<file path="config.mk">
export PLATFORM = sky130hd
export DESIGN_NAME = decode_issue
export DESIGN_NICKNAME = d
export VERILOG_FILES = /design/src/rtl/core_pkg.sv /design/src/rtl/decode_issue_scoreboard.sv /design/src/rtl/decode_issue.sv
export SDC_FILE = /design/constraint.sdc
export NUM_CORES = 1
export LEC_CHECK = 0
export ABC_AREA = 1
export CAP_MARGIN = 20
export CORE_MARGIN = 2
export CORE_UTILIZATION = 50
export CTS_CLUSTER_DIAMETER = 30
export CTS_CLUSTER_SIZE = 8
export DETAILED_ROUTE_END_ITERATION = 16
export PLACE_DENSITY = 0.92
export SLEW_MARGIN = 20
export SYNTH_ARGS = -nofsm -noshare
export SYNTH_HDL_FRONTEND = slang
export SYNTH_HIERARCHICAL = 1
export SYNTH_SLANG_ARGS = --single-unit
export TNS_END_PERCENT = 1
</file>
<file path="constraint.sdc">
create_clock -name clk -period 2.7 [get_ports clk]
set_input_delay 0.54 -clock clk [delete_from_list [all_inputs] [get_ports clk]]
set_output_delay 0.54 -clock clk [all_outputs]
set_load 0.01 [all_outputs]
</file>
<file path="src/rtl/core_pkg.sv">
/*------------------------------------------------------------------------------
 * Module   : core_pkg
 * Summary  : Shared instruction-class encodings, opcode constants, field
 *            positions and the decode classifier used by decode_issue.
 * Revision : 1.0  initial release
 *----------------------------------------------------------------------------*/
`default_nettype none

package core_pkg;

  typedef enum logic [2:0] {
    IC_NOP     = 3'd0,
    IC_ALU_R   = 3'd1,
    IC_ALU_I   = 3'd2,
    IC_LOAD    = 3'd3,
    IC_STORE   = 3'd4,
    IC_BRANCH  = 3'd5,
    IC_JUMP    = 3'd6,
    IC_ILLEGAL = 3'd7
  } iclass_e;

  localparam logic [5:0] OP_RTYPE     = 6'b000000;
  localparam logic [5:0] OP_J         = 6'b000010;
  localparam logic [5:0] OP_JAL       = 6'b000011;
  localparam logic [5:0] OP_BC        = 6'b110010;
  localparam logic [5:0] OP_LW        = 6'b100011;
  localparam logic [5:0] OP_SW        = 6'b101011;
  localparam logic [4:0] OP_BRANCH_HI = 5'b00010;
  localparam logic [2:0] OP_ALUI_HI   = 3'b001;
  localparam logic [5:0] FN_JR        = 6'b001000;

  localparam int OP_MSB  = 31;
  localparam int OP_LSB  = 26;
  localparam int RS_MSB  = 25;
  localparam int RS_LSB  = 21;
  localparam int RT_MSB  = 20;
  localparam int RT_LSB  = 16;
  localparam int RD_MSB  = 15;
  localparam int RD_LSB  = 11;
  localparam int SH_MSB  = 10;
  localparam int SH_LSB  = 6;
  localparam int FN_MSB  = 5;
  localparam int FN_LSB  = 0;
  localparam int IMM_MSB = 15;
  localparam int IMM_LSB = 0;
  localparam int JT_MSB  = 25;
  localparam int JT_LSB  = 0;

  typedef struct packed {
    iclass_e    cls;
    logic       use_rs;
    logic       use_rt;
    logic [4:0] dest;
  } dec_t;

  // The all-zero word is tested first so it is not mistaken for an R-type shift.
  function automatic dec_t classify(input logic [31:0] cmd, input logic [4:0] link);
    logic [5:0] op;
    logic [5:0] fn;
    dec_t       d;
    op       = cmd[OP_MSB:OP_LSB];
    fn       = cmd[FN_MSB:FN_LSB];
    d.cls    = IC_ILLEGAL;
    d.use_rs = 1'b0;
    d.use_rt = 1'b0;
    d.dest   = 5'd0;
    if (cmd == 32'd0) begin
      d.cls = IC_NOP;
    end else if (op == OP_RTYPE) begin
      if (fn == FN_JR) begin
        d.cls    = IC_JUMP;
        d.use_rs = 1'b1;
      end else begin
        d.cls    = IC_ALU_R;
        d.use_rs = 1'b1;
        d.use_rt = 1'b1;
        d.dest   = cmd[RD_MSB:RD_LSB];
      end
    end else if (op[5:3] == OP_ALUI_HI) begin
      d.cls    = IC_ALU_I;
      d.use_rs = 1'b1;
      d.dest   = cmd[RT_MSB:RT_LSB];
    end else if (op == OP_LW) begin
      d.cls    = IC_LOAD;
      d.use_rs = 1'b1;
      d.dest   = cmd[RT_MSB:RT_LSB];
    end else if (op == OP_SW) begin
      d.cls    = IC_STORE;
      d.use_rs = 1'b1;
      d.use_rt = 1'b1;
    end else if (op[5:1] == OP_BRANCH_HI) begin
      d.cls    = IC_BRANCH;
      d.use_rs = 1'b1;
      d.use_rt = 1'b1;
    end else if (op == OP_BC) begin
      d.cls = IC_BRANCH;
    end else if (op == OP_J) begin
      d.cls = IC_JUMP;
    end else if (op == OP_JAL) begin
      d.cls  = IC_JUMP;
      d.dest = link;
    end
    return d;
  endfunction

endpackage

`default_nettype wire

</file>
<file path="src/rtl/decode_issue_scoreboard.sv">
/*------------------------------------------------------------------------------
 * Module   : scoreboard
 * Summary  : Busy-bit array with one set port, one clear port and two read
 *            ports. DECODE_WB_BYPASS_EN hides a register being cleared this
 *            cycle from the read ports.
 * Revision : 1.0  initial release
 *----------------------------------------------------------------------------*/
`default_nettype none

module scoreboard #(
  parameter int NREG = 32
) (
  input  logic       clk,
  input  logic       rst,
  input  logic       set_en,
  input  logic [4:0] set_addr,
  input  logic       clr_en,
  input  logic [4:0] clr_addr,
  input  logic [4:0] rd_addr_a,
  input  logic [4:0] rd_addr_b,
  output logic       busy_a,
  output logic       busy_b
);

  logic [NREG-1:0] r_busy;
  logic [NREG-1:0] w_busy_nxt;
  logic            w_byp_a;
  logic            w_byp_b;

  // Set is applied after clear so a same-cycle set on the same register wins.
  always_comb begin
    w_busy_nxt = r_busy;
    if (clr_en) w_busy_nxt[clr_addr] = 1'b0;
    if (set_en) w_busy_nxt[set_addr] = 1'b1;
    w_busy_nxt[0] = 1'b0;
  end

  always_ff @(posedge clk) begin
    if (rst) r_busy <= '0;
    else     r_busy <= w_busy_nxt;
  end

`ifdef DECODE_WB_BYPASS_EN
  assign w_byp_a = clr_en && (clr_addr == rd_addr_a);
  assign w_byp_b = clr_en && (clr_addr == rd_addr_b);
`else
  assign w_byp_a = 1'b0;
  assign w_byp_b = 1'b0;
`endif

  assign busy_a = r_busy[rd_addr_a] & ~w_byp_a;
  assign busy_b = r_busy[rd_addr_b] & ~w_byp_b;

endmodule

`default_nettype wire

</file>
<file path="src/rtl/decode_issue.sv">
/*------------------------------------------------------------------------------
 * Module   : decode_issue
 * Summary  : Decode and issue stage with register busy scoreboard.
 *            Optional macro DECODE_WB_BYPASS_EN allows issue in the writeback
 *            cycle of a blocking source.
 * Revision : 1.0  initial release
 *----------------------------------------------------------------------------*/
`default_nettype none

module decode_issue
  import core_pkg::*;
#(
  parameter int NREG     = 32,
  parameter int LINK_REG = 31
) (
  input  logic        clk,
  input  logic        rst,
  input  logic        enable,
  input  logic [31:0] pc_in,
  input  logic [31:0] command_in,
  input  logic        stall,
  input  logic        flush,
  input  logic        wb_enable,
  input  logic [4:0]  wb_addr,
  output logic        done,
  output logic        hazard,
  output logic [31:0] pc,
  output logic [5:0]  opcode,
  output logic [5:0]  funct,
  output logic [4:0]  shamt,
  output logic [4:0]  rs_addr,
  output logic [4:0]  rt_addr,
  output logic [4:0]  rd_addr,
  output logic [31:0] imm,
  output logic [31:0] jtarget,
  output logic [2:0]  iclass
);

  typedef enum logic [1:0] {
    S_IDLE   = 2'd0,
    S_DECODE = 2'd1,
    S_HOLD   = 2'd2
  } state_e;

  state_e      r_state;
  logic [31:0] r_pc_lat;
  logic [31:0] r_cmd_lat;
  dec_t        w_dec;
  logic [4:0]  w_rs;
  logic [4:0]  w_rt;
  logic        w_busy_rs;
  logic        w_busy_rt;
  logic        w_pending;
  logic        w_blocked;
  logic        w_issue;

  assign w_dec     = classify(r_cmd_lat, 5'(LINK_REG));
  assign w_rs      = r_cmd_lat[RS_MSB:RS_LSB];
  assign w_rt      = r_cmd_lat[RT_MSB:RT_LSB];
  assign w_pending = (r_state == S_DECODE) || (r_state == S_HOLD);
  assign w_blocked = (w_dec.use_rs && w_busy_rs) || (w_dec.use_rt && w_busy_rt);
  assign w_issue   = w_pending && !flush && !stall && !w_blocked;

  scoreboard #(
    .NREG(NREG)
  ) u_scoreboard (
    .clk       (clk),
    .rst       (rst),
    .set_en    (w_issue && (w_dec.dest != 5'd0)),
    .set_addr  (w_dec.dest),
    .clr_en    (wb_enable),
    .clr_addr  (wb_addr),
    .rd_addr_a (w_rs),
    .rd_addr_b (w_rt),
    .busy_a    (w_busy_rs),
    .busy_b    (w_busy_rt)
  );

  always_ff @(posedge clk) begin
    if (rst) begin
      r_state   <= S_IDLE;
      r_pc_lat  <= '0;
      r_cmd_lat <= '0;
      done      <= 1'b0;
      hazard    <= 1'b0;
      pc        <= '0;
      opcode    <= '0;
      funct     <= '0;
      shamt     <= '0;
      rs_addr   <= '0;
      rt_addr   <= '0;
      rd_addr   <= '0;
      imm       <= '0;
      jtarget   <= '0;
      iclass    <= '0;
    end else begin
      done <= 1'b0;
      case (r_state)
        S_IDLE: begin
          if (enable) begin
            r_pc_lat  <= pc_in;
            r_cmd_lat <= command_in;
            r_state   <= S_DECODE;
          end
        end
        S_DECODE, S_HOLD: begin
          if (flush) begin
            hazard  <= 1'b0;
            r_state <= S_IDLE;
          end else if (stall) begin
            r_state <= r_state;
          end else if (w_blocked) begin
            hazard  <= 1'b1;
            r_state <= S_HOLD;
          end else begin
            done    <= 1'b1;
            hazard  <= 1'b0;
            pc      <= r_pc_lat;
            opcode  <= r_cmd_lat[OP_MSB:OP_LSB];
            funct   <= r_cmd_lat[FN_MSB:FN_LSB];
            shamt   <= r_cmd_lat[SH_MSB:SH_LSB];
            rs_addr <= w_rs;
            rt_addr <= w_rt;
            rd_addr <= w_dec.dest;
            imm     <= {{16{r_cmd_lat[IMM_MSB]}}, r_cmd_lat[IMM_MSB:IMM_LSB]};
            jtarget <= {4'b0000, r_cmd_lat[JT_MSB:JT_LSB], 2'b00};
            iclass  <= w_dec.cls;
            r_state <= S_IDLE;
          end
        end
        default: r_state <= S_IDLE;
      endcase
    end
  end

endmodule

`default_nettype wire

</file>
* Word-level counts from Yosys, hierarchy flattened
Cells that the tools add are included.
** Operators by class
- $lt $le $gt $ge :: 6
- Equality and inequality tests :: 13
- Bitwise logic cells :: 7
- Mux-type cells :: 41
- Reduce and logical (&&, ||, !) cells :: 23
** Operator list (number)
- 2-to-1 mux 32 bit :: 2
- 2-to-1 mux 5 bit :: 8
- AND 32 bit :: 1
- zero test 32 bit :: 1
- NOT 32 bit :: 1
- bitwise OR 32 bit :: 1
- < comparator 5 x 6 -> 1 bit (second input constant) :: 4
- == test 6 bit (second input constant) :: 3
- == test 6 x 2 -> 1 bit (second input constant) :: 2
- 2-to-1 mux 3 bit :: 4
- 2-to-1 mux 4 bit :: 3
- 2-to-1 mux 1 bit :: 11
- binary-select mux 1 bit (select 5 bit) :: 2
- demux 1 bit (select 5 bit) :: 2
- greater-or-equal comparator 5 x 1 -> 1 bit (second input constant) :: 2
- 2-to-1 mux 10 bit :: 1
- 2-to-1 mux 2 bit :: 5
- logical AND 1 bit :: 8
- 2-to-1 mux 7 bit :: 1
- == test 6 x 4 -> 1 bit (second input constant) :: 1
- zero test 6 bit :: 1
- 2-to-1 mux 6 bit :: 1
- AND reduction 2 bit :: 3
- == test 5 x 2 -> 1 bit (second input constant) :: 1
- 15 further kinds :: 21
** Storage, ports and cells
- Logic and storage cells :: 107
- Output and inout bits :: 133
- Bits of input ports :: 75
- Register bits after elaboration :: 209

* Logic depth before layout (Yosys ltp)
Gate-level depths: netlist of the first run.
- Depth in word-level cells :: 16
- Gate-level depth with buffers :: 20
- Gate-level depth less buffers :: 16

* Hierarchy
The synthesis of the first run kept the hierarchy.
** Modules (own cells, without submodules)
- decode_issue :: cells an instance 914, times used 1, seq. area each 2802.7 µm², area an instance 6231.0 µm²
- scoreboard :: cells an instance 318, times used 1, seq. area each 620.6 µm², area an instance 1986.9 µm²

* Least setup slack after synthesis of the first run
No wires, ideal clock.
- Path kind :: register -> register
- Start :: reg r_cmd_lat[16]
- End :: reg u_scoreboard.r_busy[12]
- Path buffers :: 4
- Path slack :: 0.380 ns
- Clock period less this slack :: 2.320 ns
- Arrival :: 2.250 ns
- Data required time :: 2.630 ns
- Stages on the path, launching flop included :: 21
- Library setup time :: 0.070 ns
- Path through :: dfxtp_1 > buf_6 > inv_4 > buf_6 > nand2_1 > nand3_1 > nand3_1 > nand2_1 > nand2_1 > nand2_1 > nand2_1 > nand2_1 > nand3_4 > nand3_4 > buf_6 > buf_6 > nor2_1 > inv_2 > nor3_2 > nand2_1 > a21oi_1
** Between the ends
- Elaborated cells between the ends (all ways) :: 21
- Classes of those cells :: order compare (2); mux (9); bitwise (1); reduce/logical (9)
** RTL lines
- start, declared :: RTL line decode_issue.sv:47 : logic [31:0] r_cmd_lat;
- start signal, assigned :: RTL line decode_issue.sv:102 : r_cmd_lat <= command_in;
- binary-select mux 1 bit (select 5 bit) :: RTL line decode_issue_scoreboard.sv:52 : assign busy_b = r_busy[rd_addr_b] & ~w_byp_b;
- 2-to-1 mux 1 bit (implied by the code) :: RTL line decode_issue_scoreboard.sv:52
- via w_busy_rt :: RTL line decode_issue.sv:52 : logic w_busy_rt;
- logical AND 1 bit :: RTL line decode_issue.sv:61 : assign w_blocked = (w_dec.use_rs && w_busy_rs) || (w_dec.use_rt && w_busy_rt);
- logical OR 1 bit :: RTL line decode_issue.sv:61
- zero test 1 bit :: RTL line decode_issue.sv:62 : assign w_issue = w_pending && !flush && !stall && !w_blocked;
- logical AND 1 bit :: RTL line decode_issue.sv:62
- logical AND 1 bit :: RTL line decode_issue.sv:69 : .set_en (w_issue && (w_dec.dest != 5'd0)),
- 2-to-1 mux 32 bit :: RTL line decode_issue_scoreboard.sv:34 : if (set_en) w_busy_nxt[set_addr] = 1'b1;
- end signal, assigned :: RTL line decode_issue_scoreboard.sv:40 : else r_busy <= w_busy_nxt;
- end, declared :: RTL line decode_issue_scoreboard.sv:25 : logic [NREG-1:0] r_busy;
The timed path passes the listed nets, and every way through them passes these cells. The select of a mux whose other input is x is not followed.
A chain may end at the register's enable or synchronous reset.

* Worst setup path after layout of the first run
- Start :: reg r_cmd_lat[21]
- End :: reg u_scoreboard.r_busy[23]
** Between the ends
- Longest elaborated chain between the ends :: 8
- Elaborated cells between the ends (all ways) :: 18
- Classes of those cells :: order compare (2); mux (6); bitwise (1); reduce/logical (9)
** RTL lines
- binary-select mux 1 bit (select 5 bit) :: RTL line decode_issue_scoreboard.sv:51 : assign busy_a = r_busy[rd_addr_a] & ~w_byp_a;
- 2-to-1 mux 1 bit (implied by the code) :: RTL line decode_issue_scoreboard.sv:51
- via w_busy_rs :: RTL line decode_issue.sv:51 : logic w_busy_rs;
- logical AND 1 bit :: RTL line decode_issue.sv:61
- logical OR 1 bit :: RTL line decode_issue.sv:61
- zero test 1 bit :: RTL line decode_issue.sv:62
- logical AND 1 bit :: RTL line decode_issue.sv:62
- logical AND 1 bit :: RTL line decode_issue.sv:69
- 2-to-1 mux 32 bit :: RTL line decode_issue_scoreboard.sv:34
The timed path passes the listed nets, and every way through them passes these cells. The select of a mux whose other input is x is not followed.

==> impl_metrics.ini, run 1 <==
[status]
status = finished clean

[grt]
grt_overflow = 0
antenna_found_initial = 0
grt_first_pass_wirelength_mm = 36.2
grtUsageTotal_pct = 25.5
grt_start_max_net_pins = 114
grt_pass1_vias = 7492

[pwr]
power_density_nw_per_um2 = 630
leakagePower_nw = 4.78
vdd_drop_max_mv = 0.512

[finish]
seqCellArea_um2 = 3430
syn_to_final_growth_pct = 28.4
n_antenna_cell = 0
final_nets = 1438
fin_cells = 1588
fillCellCount = 1356
multiInputGateArea_um2 = 3500
drive_above_1_share_pct = 5.98

[worst_setup_path]
cp.required_ns = 3.06
cp-start-kind = flip-flop
cp_max_fo = 13
path_cells = buf_4 > nand2_1 > nand3_1 > nand3_1 > nand3_1 > nand2_1 > nand2_1 > nand2_1 > nand3_2 > nand3_4 > nor2_1 > inv_2 > nor3_4 > nand2_1 > a21oi_1
cp-end-kind = flip-flop
critPathKind = reg -> reg
critPathTopFamily = simple AND/OR/NAND/NOR gates
critPathBufInv = 2
cpMostUsedCell = nand2_1
cpPeakStageDelay_ns = 0.48
cpMaxStageDelayCell = dfxtp_1
critical_path_arrival_ns = 2.76

[timing]
rsz0062_at_grt = false
max_freq_ghz = 0.416
finalCritPeriodShare_pct = 89.0
setup_slack_ns = 0.297
final_max_slew_viol_count = 0
tns_ns = 0
fin_crit_ns = 2.40
finalHoldViolations = 0
skew_ns = 0.00978
final-setup-viol-count = 0
slew-limit-headroom_pct = 62.1
tightestPinTransition_ns = 0.567

[floorplan]
io_pins = 208
dieHeight_um = 132
initial_utilization_pct = 51.4
die_area_um2 = 17500
num_rows = 46
die_w_um = 132
core_um2 = 16000

[placed_design]
dp_hpwl_mm = 15.7
place_ws_ns = 0.287
numPlacedInstances = 1557
gp_congestion = 0.922
io_buffers = 201

[yosys]
yosys_warnings = 6
syn_area_per_cell_um2 = 6.67
synth_top_area_share_pct = 41.7
yosysUniqueCellTypes = 29
synth_flop_cell = dfxtp_1
yosysMostFrequentCell = nand2_1
async_reset_ff_share_pct = 0
synthTopCellsByArea = dfxtp_1, nand2_1, nor2_1, inv_1, o21ai_0
ys_ff_latch = 171
ys_seq_area_share_pct = 41.7
synth-edff-count = 0
yosys.area.top_type = dfxtp_1
ys_top_cells_by_count = nand2_1, nor2_1, dfxtp_1
syn_area_um2 = 8220
synth_cells = 1232

[run]
cap_violations = 0

[route]
drt_first_pass_iters = 6
wl_met2_mm = 10.5
drt-vias-per-instance = 5.06
drc = 0
wl_met3_mm = 2.21
route.top_layer_used = met4
vias = 8043
drt_iter0_drc = 762
drt-wirelength-per-cell_um = 14.0
ant_nets = 0
routed_wl_mm = 22.2
drt-met1-wl_mm = 8.80

[clocking]
insertion_delay_ns = 0.43
cts_tree = done
cts_root_buf = clkbuf_16
cts_setup_buffers = 0
cts_buffer_depth = 2
cts_resized = 0
holdBufCountCts = 0
path_clk_slew_ns = 0.06
htreeDepth = 4
clkSinkCount = 171
cts_buffers = 17

[hold_path]
min_path_type = reg -> reg
-- registers in the layout, indices dropped and copies added, names as in the netlist --
signal / flops
pc: 32
iclass: 3
r_pc_lat: 32
shamt: 4
done: 1
jtarget: 2
rs_addr: 5
rt_addr: 4
r_cmd_lat: 32
r_state: 2
u_scoreboard/r_busy: 31
imm: 6
funct: 5
opcode: 6
rd_addr: 5
hazard: 1
-- final cells by class --
| class | count | share of cell area (%) |
|---|---|---|
| Clock inverter | 11 | 1.60 |
| Tap cell | 216 | 2.56 |
| Sequential cell | 171 | 32.5 |
| Multi-Input combinational cell | 805 | 33.2 |
| Timing Repair Buffer | 217 | 20.6 |
| Inverter | 148 | 5.33 |
| Clock buffer | 20 | 4.33 |
-- power by group --
part | switching (mW) | total (mW) | leakage, nW | internal (mW)
Sequential | 0.135 | 2.83 | 1.40 | 2.70
Combinational | 0.688 | 1.23 | 3.07 | 0.538
Clock | 1.00 | 2.60 | 0.306 | 1.59
-- metrics by stage --
stage	power (mW)	instance area [µm²]	utilization (%)	hold WS, ns
2_1_floorplan	3.64	8240	-	0.444
3_3_place_gp	4.06	9930	62.0	0.455
3_5_place_dp	4.10	9930	62.0	0.459
4_1_cts	6.68	10600	66.0	0.471
5_1_grt	6.96	10600	66.0	0.495
6_report	6.65	10600	66.0	0.472
-- logic make-up after synthesis --
| kind of cell | synth area share, % |
|---|---|
| buffers and inverters | 16.0 |
| AOI/OAI and AO/OA | 10.0 |
| adders and majority gates | 0.457 |
| DFF | 41.7 |
| and+or+nand+nor | 31.8 |
| other | 0.0456 |
-- worst paths after layout --
check | startpoint | end | slack (ns) | cells after the start
hold reg to reg | r_cmd_lat[1]$_SDFFE_PP0P_ | r_cmd_lat[1]$_SDFFE_PP0P_ | 0.47 | 2
hold / removal | r_cmd_lat[1]$_SDFFE_PP0P_ | r_cmd_lat[1]$_SDFFE_PP0P_ | 0.47 | 2
setup reg to reg | r_cmd_lat[21]$_SDFFE_PP0P_ | u_scoreboard/r_busy[23]$_SDFF_PP0_ | 0.30 | 15
setup / recovery | r_cmd_lat[21]$_SDFFE_PP0P_ | u_scoreboard/r_busy[23]$_SDFF_PP0_ | 0.30 | 15
-- cells in the final DEF (no fill, tap or decap) --
| cell | n |
|---|---|
| nand3b_1 | 1 |
| o22ai_1 | 1 |
| clkbuf_16 | 17 |
| nand3_4 | 2 |
| ha_1 | 3 |
| buf_4 | 13 |
| clkinv_4 | 3 |
| clkinv_2 | 3 |
| a21oi_1 | 62 |
| nand2_1 | 288 |
| nor3_2 | 8 |
| nand2_2 | 3 |
| o21ai_0 | 94 |
| buf_12 | 3 |
| nor2_2 | 2 |
| clkbuf_1 | 1 |
| conb_1 | 6 |
| a31o_2 | 1 |
| inv_2 | 11 |
| dfxtp_1 | 169 |
| dfxtp_2 | 2 |
| clkdlybuf4s50_1 | 201 |
| nand4_1 | 6 |
| inv_1 | 133 |
| nor2_1 | 246 |
| o21ai_1 | 6 |
| nand3_2 | 1 |
| clkinv_1 | 1 |
| clkbuf_8 | 2 |
| nor3_4 | 3 |
| clkinvlp_4 | 1 |
| nand3_1 | 71 |
| bufinv_16 | 4 |
| nor3_1 | 1 |
| inv_4 | 3 |
-- metal layers --
metal / global-route usage [%] / up-vias
li1: - / 3982
met1: 30.6 / 3576
met2: 42.2 / 421
met3: 7.27 / 64
met4: 12.0 / 0
met5: 0 / -
-- worst min-delay path: stages, from the launching register on --
cell,delay [ns]
dfxtp_1,0.31
inv_1,0.06
a21oi_1,0.05
(Power assumes the default switching activity.)
==> inputs of run 2 (changes only) <==
- CORE_ASPECT_RATIO: not set -> 0.6
==> run 2 against run 1 <==
  * Register-to-register slack hardly changed
  * Worst hold slack worse by 0.0041 ns
  * Critical path depth unchanged
  * Non-clock buffer count down 2
  * Sequential share of layout area hardly changed
  * Highest routed layer unchanged
==> impl_metrics.ini, run 2 (synthesized netlist as in run 1, its figures left out) <==
[pwr]
pwr-share-seq_pct = 42.8
power_density_nw_per_um2 = 626
leakagePower_nw = 4.77
power_switching_mw = 2.02
clkPwrFrac_pct = 38.4
power_frac_comb_pct = 18.8
switching_share_pct = 30.6
p_int_mw = 4.59
vdd_drop_max_mv = 0.310

[route]
vias = 7987
drt_iter0_drc = 772
drt_first_pass_iters = 7
drt-wirelength-per-cell_um = 14.5
drc = 0
routed_wl_mm = 22.8
ant_nets = 0
drt-vias-per-instance = 5.06

[timing]
finalCritPeriodShare_pct = 88.7
max_freq_ghz = 0.417
slew-limit-headroom_pct = 62.5
finalHoldViolations = 0
rsz0062_at_grt = false
tightestPinTransition_ns = 0.562
tns_ns = 0
skew_ns = 0.0176
fin_crit_ns = 2.40
final_max_slew_viol_count = 0
final-setup-viol-count = 0

[hold_path]
whs_path_depth = 2
min_from = r_cmd_lat[10]$_SDFFE_PP0P_
hold-path-endpoint = r_cmd_lat[10]$_SDFFE_PP0P_
min_path_type = reg -> reg

[finish]
seqCellArea_um2 = 3430
most-common-layout-cells = nand2_1, nor2_1, clkdlybuf4s50_1
n_antenna_cell = 0
top_regs = pc x32, r_cmd_lat x32, r_pc_lat x32
drive_above_1_share_pct = 6.05
fillCellCount = 1408
fin_area_um2 = 10600
multiInputGateArea_um2 = 3510
syn_to_final_growth_pct = 28.6
final_nets = 1436
final_common_cell = nand2_1

[clocking]
cts_tree = done
cts_root_buf = clkbuf_16
cts_buffers = 17
cts_buffer_depth = 2
clkSinkCount = 171
insertion_delay_ns = 0.43
cts_setup_buffers = 0
path_clk_slew_ns = 0.07
cts_resized = 0
holdBufCountCts = 0
htreeDepth = 4

[worst_setup_path]
cpMostUsedCell = nand2_1
critPathKind = reg -> reg
critPathTopFamily = simple AND/OR/NAND/NOR gates
cp-start-kind = flip-flop
cp-end-kind = flip-flop
r2r-start = r_cmd_lat[21]$_SDFFE_PP0P_
r2r-end = u_scoreboard/r_busy[18]$_SDFF_PP0_
critPathBufInv = 2
cpPeakStageDelay_ns = 0.38
critical_path_arrival_ns = 2.75
cp_max_fo = 19
cpMaxStageDelayCell = dfxtp_1
cp.required_ns = 3.06
ff2ff_path_depth = 15
path_cells = buf_4 > nand2_1 > nand3_1 > nand3_1 > nand3_1 > nand2_1 > nand2_1 > nand2_1 > nand3_2 > nand3_4 > nor2_1 > inv_2 > nor3_4 > nand2_1 > a21oi_1
r2r_setup_slack_ns = 0.30

[run]
cap_violations = 0

[grt]
grt_start_max_net_pins = 119
grt_overflow = 0
grt_pass1_vias = 6958
grtUsageTotal_pct = 25.8
grt_first_pass_wirelength_mm = 35.3
antenna_found_initial = 0

[floorplan]
io_pins = 208
die_w_um = 170
die_area_um2 = 17500
core_um2 = 16200
dieHeight_um = 103
num_rows = 36
initial_utilization_pct = 50.8

[placed_design]
placed_cell_area_um2 = 9930
io_buffers = 201
gp_congestion = 0.927
dp_hpwl_mm = 16.2

[status]
status = finished clean
==> run 2: cell count changes in the layout (fill, tap and decap cells not counted), sizes merged <==
| cell | delta |
|---|---|
| clkbuf | -3 |
| buf | -2 |
| bufinv | -3 |
| inv | +7 |
==> run 2: how the worst max path moves through the flow <==
| stage | start | end | slack (ns) | cells past startpoint |
|---|---|---|---|---|
| floorplan | r_cmd_lat[16]$_SDFFE_PP0P_ | u_scoreboard/r_busy[12]$_SDFF_PP0_ | 0.38 | 20 |
| CTS | r_cmd_lat[17]$_SDFFE_PP0P_ | u_scoreboard/r_busy[12]$_SDFF_PP0_ | 0.12 | 14 |
| detailed placement | r_cmd_lat[17]$_SDFFE_PP0P_ | u_scoreboard/r_busy[12]$_SDFF_PP0_ | 0.15 | 14 |
| global placement | r_cmd_lat[17]$_SDFFE_PP0P_ | u_scoreboard/r_busy[12]$_SDFF_PP0_ | 0.19 | 14 |
| finish | r_cmd_lat[21]$_SDFFE_PP0P_ | u_scoreboard/r_busy[18]$_SDFF_PP0_ | 0.30 | 15 |
| global route | r_cmd_lat[28]$_SDFFE_PP0P_ | u_scoreboard/r_busy[17]$_SDFF_PP0_ | 0.07 | 13 |
==> run 2: worst min-delay path: stages, from the launching register on <==
cell and delay [ns]:
dfxtp_1 0.31, inv_1 0.06, a21oi_1 0.05
==> run 2: per-stage QoR <==
step                      power (mW)  utilization (%)  hold WS (ns)  cells  setup slack [ns]
after global routing            6.92             65.3         0.486   1580            0.0670
after global placement          4.08             61.4         0.453   1548             0.192
after CTS                       6.64             65.3         0.469   1580             0.122
after floorplan                 3.64                -         0.444   1237             0.380
after detailed placement        4.11             61.4         0.459   1548             0.152
final                           6.61             65.3         0.468   1580             0.304
==> run 2: final cells by class <==
class	count	share of cell area, %
repair buffers	215	20.6
inverters	148	5.33
clock inverters	15	1.91
flip-flops and latches	171	32.4
clock buffers	17	4.03
multi-input cells	805	33.2
well taps	209	2.48
==> run 2: power groups by stage <==
stage,registers (mW),logic [mW],clock network (mW)
2_1_floorplan,2.88,0.761,0
3_3_place_gp,2.88,1.20,0
3_5_place_dp,2.89,1.23,0
4_1_cts,2.83,1.23,2.57
5_1_grt,2.86,1.38,2.68
6_report,2.83,1.24,2.54
==> run 2: metal layers <==
| metal | track usage, % | vias up | wire length [µm] |
|---|---|---|---|
| met1 | 36.3 | 3573 | 10400 |
| met2 | 38.1 | 396 | 9510 |
| li1 | - | 3989 | - |
| met5 | 0 | - | 0 |
| met3 | 7.23 | 29 | 2540 |
| met4 | 8.68 | 0 | 387 |
